--- config.mk ---
export PLATFORM = sky130hd
export DESIGN_NAME = upload_frame_encoder
export DESIGN_NICKNAME = d
export VERILOG_FILES = /design/src/rtl/upload_frame_encoder.sv
export SDC_FILE = /design/constraint.sdc
export NUM_CORES = 1
export LEC_CHECK = 0
export CAP_MARGIN = 20
export CORE_UTILIZATION = 45
export DETAILED_ROUTE_END_ITERATION = 10
export PLACE_DENSITY = 0.62
export SLEW_MARGIN = 20
export SYNTH_ARGS = -nofsm -noshare
export SYNTH_HDL_FRONTEND = slang
export SYNTH_SLANG_ARGS = --single-unit
--- constraint.sdc ---
create_clock -name clk -period 3.8 [get_ports clk]
set_clock_uncertainty 0.1 [all_clocks]
set_input_delay 1.14 -clock clk [delete_from_list [all_inputs] [get_ports clk]]
set_output_delay 1.14 -clock clk [all_outputs]
set_load 0.01 [all_outputs]
--- src/rtl/upload_frame_encoder.sv ---
// rtl/upload_frame_encoder.sv - buffers source-tagged upload bytes and emits SOF/src/len/payload frames
// Define UPLOAD_FRAME_CHECKSUM_EN to append the modulo-256 checksum byte (CSUM state).
module upload_frame_encoder #(
  parameter int unsigned MAX_LEN = 64,
  parameter logic [7:0]  SOF0    = 8'hAA,
  parameter logic [7:0]  SOF1    = 8'h44
) (
  input  logic       clk,
  input  logic       rst,
  input  logic       upload_req,
  input  logic [7:0] upload_data,
  input  logic [7:0] upload_source,
  input  logic       upload_valid,
  output logic       upload_ready,
  output logic [7:0] usb_upload_data,
  output logic       usb_upload_valid,
  input  logic       usb_upload_ready,
  output logic       busy
);
  localparam int unsigned AW      = (MAX_LEN > 1) ? $clog2(MAX_LEN) : 1;
  localparam logic [7:0]  MAX_CNT = 8'(MAX_LEN);

  typedef enum logic [3:0] {
    IDLE, COLLECT, SOF_A, SOF_B, SRC, LEN_H, LEN_L, PAYLOAD, CSUM
  } state_t;

  state_t     state_q, state_d;
  logic [7:0] count_q, count_d;
  logic [7:0] src_q, src_d;
  logic [7:0] rd_idx_q, rd_idx_d;
  logic [7:0] data_q, data_d;
  logic       valid_q, valid_d;
`ifdef UPLOAD_FRAME_CHECKSUM_EN
  logic [7:0] csum_q, csum_d;
`endif

  logic [7:0] buf_mem [MAX_LEN];
  logic [7:0] nxt_idx;
  logic       src_switch, accept, collect_end, out_fire;

  // A byte from a new source closes the frame without being consumed.
  assign src_switch   = upload_valid && (count_q != 8'd0) && (upload_source != src_q);
  assign upload_ready = (state_q == COLLECT) && (count_q < MAX_CNT) && upload_req && !src_switch;
  assign accept       = upload_ready && upload_valid;
  assign collect_end  = !upload_req || (count_q == MAX_CNT) || src_switch;
  assign out_fire     = valid_q && usb_upload_ready;
  assign nxt_idx      = rd_idx_q + 8'd1;

  assign usb_upload_data  = data_q;
  assign usb_upload_valid = valid_q;
  assign busy             = (state_q != IDLE);

  always_comb begin
    state_d  = state_q;
    count_d  = count_q;
    src_d    = src_q;
    rd_idx_d = rd_idx_q;
    data_d   = data_q;
    valid_d  = valid_q;
`ifdef UPLOAD_FRAME_CHECKSUM_EN
    csum_d   = csum_q;
`endif
    case (state_q)
      IDLE: begin
        if (upload_req) begin
          state_d = COLLECT;
          count_d = 8'd0;
`ifdef UPLOAD_FRAME_CHECKSUM_EN
          csum_d  = 8'd0;
`endif
        end
      end
      COLLECT: begin
        if (accept) begin
          if (count_q == 8'd0) src_d = upload_source;
          count_d = count_q + 8'd1;
`ifdef UPLOAD_FRAME_CHECKSUM_EN
          csum_d  = csum_q + upload_data;
`endif
        end else if (collect_end) begin
          if (count_q == 8'd0) begin
            state_d = IDLE;
          end else begin
            state_d = SOF_A;
            valid_d = 1'b1;
            data_d  = SOF0;
`ifdef UPLOAD_FRAME_CHECKSUM_EN
            csum_d  = csum_q + src_q + count_q;
`endif
          end
        end
      end
      SOF_A: if (out_fire) begin state_d = SOF_B; data_d = SOF1; end
      SOF_B: if (out_fire) begin state_d = SRC; data_d = src_q; end
      SRC:   if (out_fire) begin state_d = LEN_H; data_d = 8'h00; end
      LEN_H: if (out_fire) begin state_d = LEN_L; data_d = count_q; end
      LEN_L: begin
        if (out_fire) begin
          state_d  = PAYLOAD;
          rd_idx_d = 8'd0;
          data_d   = buf_mem[0];
        end
      end
      PAYLOAD: begin
        if (out_fire) begin
          if (nxt_idx == count_q) begin
`ifdef UPLOAD_FRAME_CHECKSUM_EN
            state_d = CSUM;
            data_d  = csum_q;
`else
            state_d = IDLE;
            valid_d = 1'b0;
            data_d  = 8'h00;
`endif
          end else begin
            rd_idx_d = nxt_idx;
            data_d   = buf_mem[nxt_idx[AW-1:0]];
          end
        end
      end
`ifdef UPLOAD_FRAME_CHECKSUM_EN
      CSUM: begin
        if (out_fire) begin
          state_d = IDLE;
          valid_d = 1'b0;
          data_d  = 8'h00;
        end
      end
`endif
      default: begin
        state_d = IDLE;
        valid_d = 1'b0;
        data_d  = 8'h00;
      end
    endcase
  end

  always_ff @(posedge clk) begin
    if (rst) begin
      state_q  <= IDLE;
      count_q  <= 8'd0;
      src_q    <= 8'd0;
      rd_idx_q <= 8'd0;
      data_q   <= 8'h00;
      valid_q  <= 1'b0;
`ifdef UPLOAD_FRAME_CHECKSUM_EN
      csum_q   <= 8'd0;
`endif
    end else begin
      state_q  <= state_d;
      count_q  <= count_d;
      src_q    <= src_d;
      rd_idx_q <= rd_idx_d;
      data_q   <= data_d;
      valid_q  <= valid_d;
`ifdef UPLOAD_FRAME_CHECKSUM_EN
      csum_q   <= csum_d;
`endif
    end
  end

  // Payload storage needs no reset; only bytes below count are ever read.
  always_ff @(posedge clk) begin
    if (accept) buf_mem[count_q[AW-1:0]] <= upload_data;
  end
endmodule

# == After elaboration in Yosys (flattened, before gate mapping) ==
# Memories as Yosys holds them, arrays and structs flattened.
# Index checks and enable logic that the tools add are counted.
# totals
elab_cells,96
out_inout_bits,11
in_bits,21
ramBits,512
memories,1
register_bits,37
# memory_table
memory,words,word_bits,rd,rd_clocked_by_memory_dff,wr,line,rtl
buf_mem,64,8,2,0,1,37,logic [7:0] buf_mem [MAX_LEN];
# op_classes
n_reduce_logical,24
n_bitwise,2
order_cmp,1
addsub,2
mux,37
n_eq_ne,23
# ops
op,n
$mux W8,14
$pmux W8 S8,1
$mux W4,10
$pmux W4 S8,1
$pmux W8 S2,2
$ne A2 B2 Y1 const B,13
$reduce_and A10 Y1,2
$add A8 B1 Y8 const B,2
$eq A4 B3 Y1 const B,4
$eq A4 B2 Y1 const B,2
$eq A8 B7 Y1 const B,1
$eq A8 B8 Y1,1
$logic_not A8 Y1,1
$lt A8 B7 Y1 const B,1
$ne A8 B8 Y1,1
$reduce_bool A8 Y1,1
$logic_and A1 B1 Y1,7
$mux W1,7
$reduce_and A3 Y1,2
$reduce_and A6 Y1,1
$reduce_or A6 Y1,1
$eq A4 B1 Y1 const B,1
$logic_not A4 Y1,1
$reduce_and A4 Y1,1
other kinds (7),11

# == Longest topological paths before layout ==
# logic_depth
word_depth,8
mapped_depth,11
depth_no_buf,9

# == Least setup slack after synthesis ==
# OpenSTA, ideal clock, no wires.
# synth_path
kind,input -> output
startpoint,input port upload_source[4]
endpoint,output port upload_ready
arrival_ps,1918
stages,5
n_path_buf,0
required_ps,2560
setup_slack_ps,642
path_cell_list,xnor2_1 > nand4_1 > nor2_1 > nor2_1 > a21boi_0
# synth_via
elab_chain_len,4
# synth_lines
item,line,rtl
from (decl),12,"input logic [7:0] upload_source,"
$ne A8 B8 Y1,42,assign src_switch = upload_valid && (count_q != 8'd0) && (upload_source != src_q);
$logic_and A1 B1 Y1,42,
$logic_not A1 Y1,43,assign upload_ready = (state_q == COLLECT) && (count_q < MAX_CNT) && upload_req && !src_switch;
$logic_and A1 B1 Y1,43,
to (decl),14,"output logic upload_ready,"
# No other way between the ends.

# == Worst setup path after layout ==
# layout_path
startpoint,input port upload_source[7]
endpoint,output port upload_ready
# The elaborated chain is that of the path after synthesis.

==> impl_metrics.yaml <==
outcome:
  status: "complete, no violations"
sta:
  min_period_over_period_pct: 96.3
  clock.fmax_mhz: 273
  worst_pin_slew_ps: 846
  rsz0062_at_grt: "false"
  hold_viol_final: 0
  drv_slew: 0
  fin_setup_tns_ps: 0
  fin_crit_ps: 3660
  relSlewSlack_pct: 43.5
  finalSetupViolCount: 0
routing:
  vias: 11200
  postRouteAntennaNets: 0
  drt-total-wl_mm: 49.3
  wire_per_inst_um: 25.5
  drtIter0Drc: 1011
  drc_errors: 0
  drtPass1Iterations: 6
  viasPerCell: 5.77
global_routing:
  grt_remaining_overflow: 0
  first_global_vias: 11200
  grt_start_max_net_pins: 76
  antenna_found_initial: 0
  grt_usage_pct: 20.4
  grt_pass1_wl_mm: 73.8
die:
  dieArea_mm2: 0.0499
  num_io_pins: 32
  core_mm2: 0.0480
  core.rowCount: 80
  die_w_um: 223
  start_util_pct: 45.9
  die_h_um: 223
worst_setup_path:
  timing_worst_setup_path_type: "in2out"
  worst_ep_arrival_time_ps: 2420
  start_kind: "input port"
  critPathSlowestCell: "clkdlybuf4s50_1"
  path_max_fanout: 2
  cp-end-kind: "output port"
  cp_slowest_stage_delay_ps: 500
  crit_chain: "clkdlybuf4s50_1 > xnor2_1 > nand4_1 > nor2_2 > nor2_1 > a21boi_1 > buf_2"
  cp.required_ps: 2560
  critPathBufInv: 2
  crit_family: "buffers and inverters"
logic_synthesis:
  async_flop_share_pct: 0
  ys_seq_elements: 548
  syn_avg_cell_area_um2: 19.5
  synth-warning-count: 0
  synth_nets: 1155
  synth-edff-count: 512
  synth-main-ff-cell: "edfxtp_1"
  yosysSeqAreaShare_pct: 73.0
  synth_cells: 1131
  synth_area_mm2: 0.0220
  synth_cell_type_count: 61
worst_hold_path:
  hp-class: "reg2reg"
pwr:
  max-vdd-ir-drop_mv: 0.319
  p_leak_nw: 8.05
  p_per_area_mw_per_mm2: 485
cells_and_area:
  antenna-diode-count: 0
  final_util_pct: 53.4
  drive_gt1_share_pct: 29.9
  fin_nets: 1303
  area_growth_pct: 16.4
clocking:
  clkTransAtPathRegs_ps: 60
  clockBufferDepth: 3
  cts_root_buf: "clkbuf_16"
  cts_tree: "built"
  numCtsBuffers: 55
  clock-sinks: 548
  h-tree-depth: 2
  clk-insertion-delay-late_ps: 600
placed_design:
  port_buffers: 31
  place.gp.congestion: 0.866
  dp_hpwl_mm: 31.4
job:
  drv_cap: 0
-- per-stage QoR --
| step | instance area [um^2] | setup WS (ps) | total power [mW] | instances | hold slack [ps] |
|---|---|---|---|---|---|
| 4_1_cts | 25700 | 82.8 | 12.5 | 1936 | 356 |
| 5_1_grt | 25700 | 8.32 | 12.8 | 1936 | 386 |
| 2_1_floorplan | 22000 | 642 | 7.03 | 1131 | 369 |
| 3_3_place_gp | 23900 | -336 | 7.28 | 1836 | 340 |
| 3_5_place_dp | 23900 | -344 | 7.29 | 1836 | 342 |
| 6_report | 25700 | 141 | 12.4 | 1936 | 356 |
-- flip-flops by register name, indices dropped and copies added (netlist names) --
signal and count:
usb_upload_data 8, buf_mem 512, src_q 8, state_q 3, rd_idx_q 8, usb_upload_valid 1
count_q 8
-- power by group --
group	internal, mW	total, mW	switching, mW
registers	6.62	6.65	0.0308
clock network	3.04	5.27	2.23
logic	0.191	0.505	0.315
total	9.86	12.4	2.58
-- worst min-delay path, delay by kind of cell (launching register included) --
family | cells | cell delay [ps]
simple gates | 1 | 50
flops | 1 | 330
compound gates | 1 | 50
-- metal layers --
metal	global-route usage (%)	vias to the layer above	part of all wire, %
met2	30.9	332	46
met5	0	-	0
met4	6.30	0	2.7
met3	4.57	76	6.9
li1	-	4904	-
met1	29.5	5853	44
-- cell type report --
type	instances	area, um^2
clock buffer	64	1410
clock inverter	35	317
fill	3767	22400
inverter	12	45.0
multi-input combinational	504	5640
sequential	548	16100
tap	615	769
timing repair buffer	158	1370
-- cells by family after synthesis --
logic type      after synthesis  synth area share [%]
buf+inv                      79                  1.56
xor+xnor                     29                  1.29
mux                         173                  16.7
fa+ha+maj                     3                 0.170
simple gates                239                  5.08
flops                       548                  73.0
compound gates               60                  2.14
-- worst paths after layout --
check	from	to	slack, ps	cells after the start
setup / recovery	upload_source[7]	upload_ready	140	7
hold / removal	usb_upload_data[7]$_SDFFE_PP0P_	usb_upload_data[7]$_SDFFE_PP0P_	360	2
setup reg to reg	rd_idx_q[0]$_SDFFE_PP0P_	usb_upload_data[3]$_SDFFE_PP0P_	620	7
hold reg to reg	usb_upload_data[7]$_SDFFE_PP0P_	usb_upload_data[7]$_SDFFE_PP0P_	360	2
-- layout by cell type (no fill, tap or decap), types with 7 or more instances in the layout --
cell	instances
edfxtp_1	512
mux4_2	156
buf_4	115
nor2_1	103
clkbuf_16	55
nand3_1	43
nand2_1	36
dfxtp_1	35
clkdlybuf4s50_1	21
xnor2_1	20
o21ai_0	17
mux2i_1	17
nand4_1	15
clkinv_1	14
inv_1	12
clkinv_2	12
buf_12	12
nor2b_1	9
clkbuf_1	9
buf_2	9
nor3_1	7
-- Yosys cell counts, drive strengths merged, types with 2 or more instances --
cell type	instances	share of area, %
a32oi	2	0.080
o31ai	3	0.15
nand4	15	0.43
mux4	156	16
o22ai	6	0.17
a22o	2	0.080
a31oi	4	0.14
nor3b	2	0.068
or3	7	0.25
and3	4	0.11
o21ai	17	0.39
or4	3	0.12
and2	2	0.057
edfxtp	512	70
ha	3	0.17
a222oi	6	0.27
xnor2	23	0.91
xnor3	2	0.22
dfxtp	36	3.3
nand2	36	0.61
a21oi	6	0.14
inv	12	0.20
clkbuf	42	0.72
buf	25	0.63
nor2	106	1.9
nor2b	9	0.26
mux2i	17	0.77
xor2	4	0.16
nor3	7	0.16
nand3	44	1.0
-- repair_timing --
item,in CTS,in global routing
pin swaps,2,2
resized for setup,5,2
endpoints found under the setup margin,1,1
gates cloned,0,0
hold buffers,0,0
buffers inserted,1,0
endpoints found under the hold margin,0,0
No activity file was read; power rests on OpenSTA's default activity.
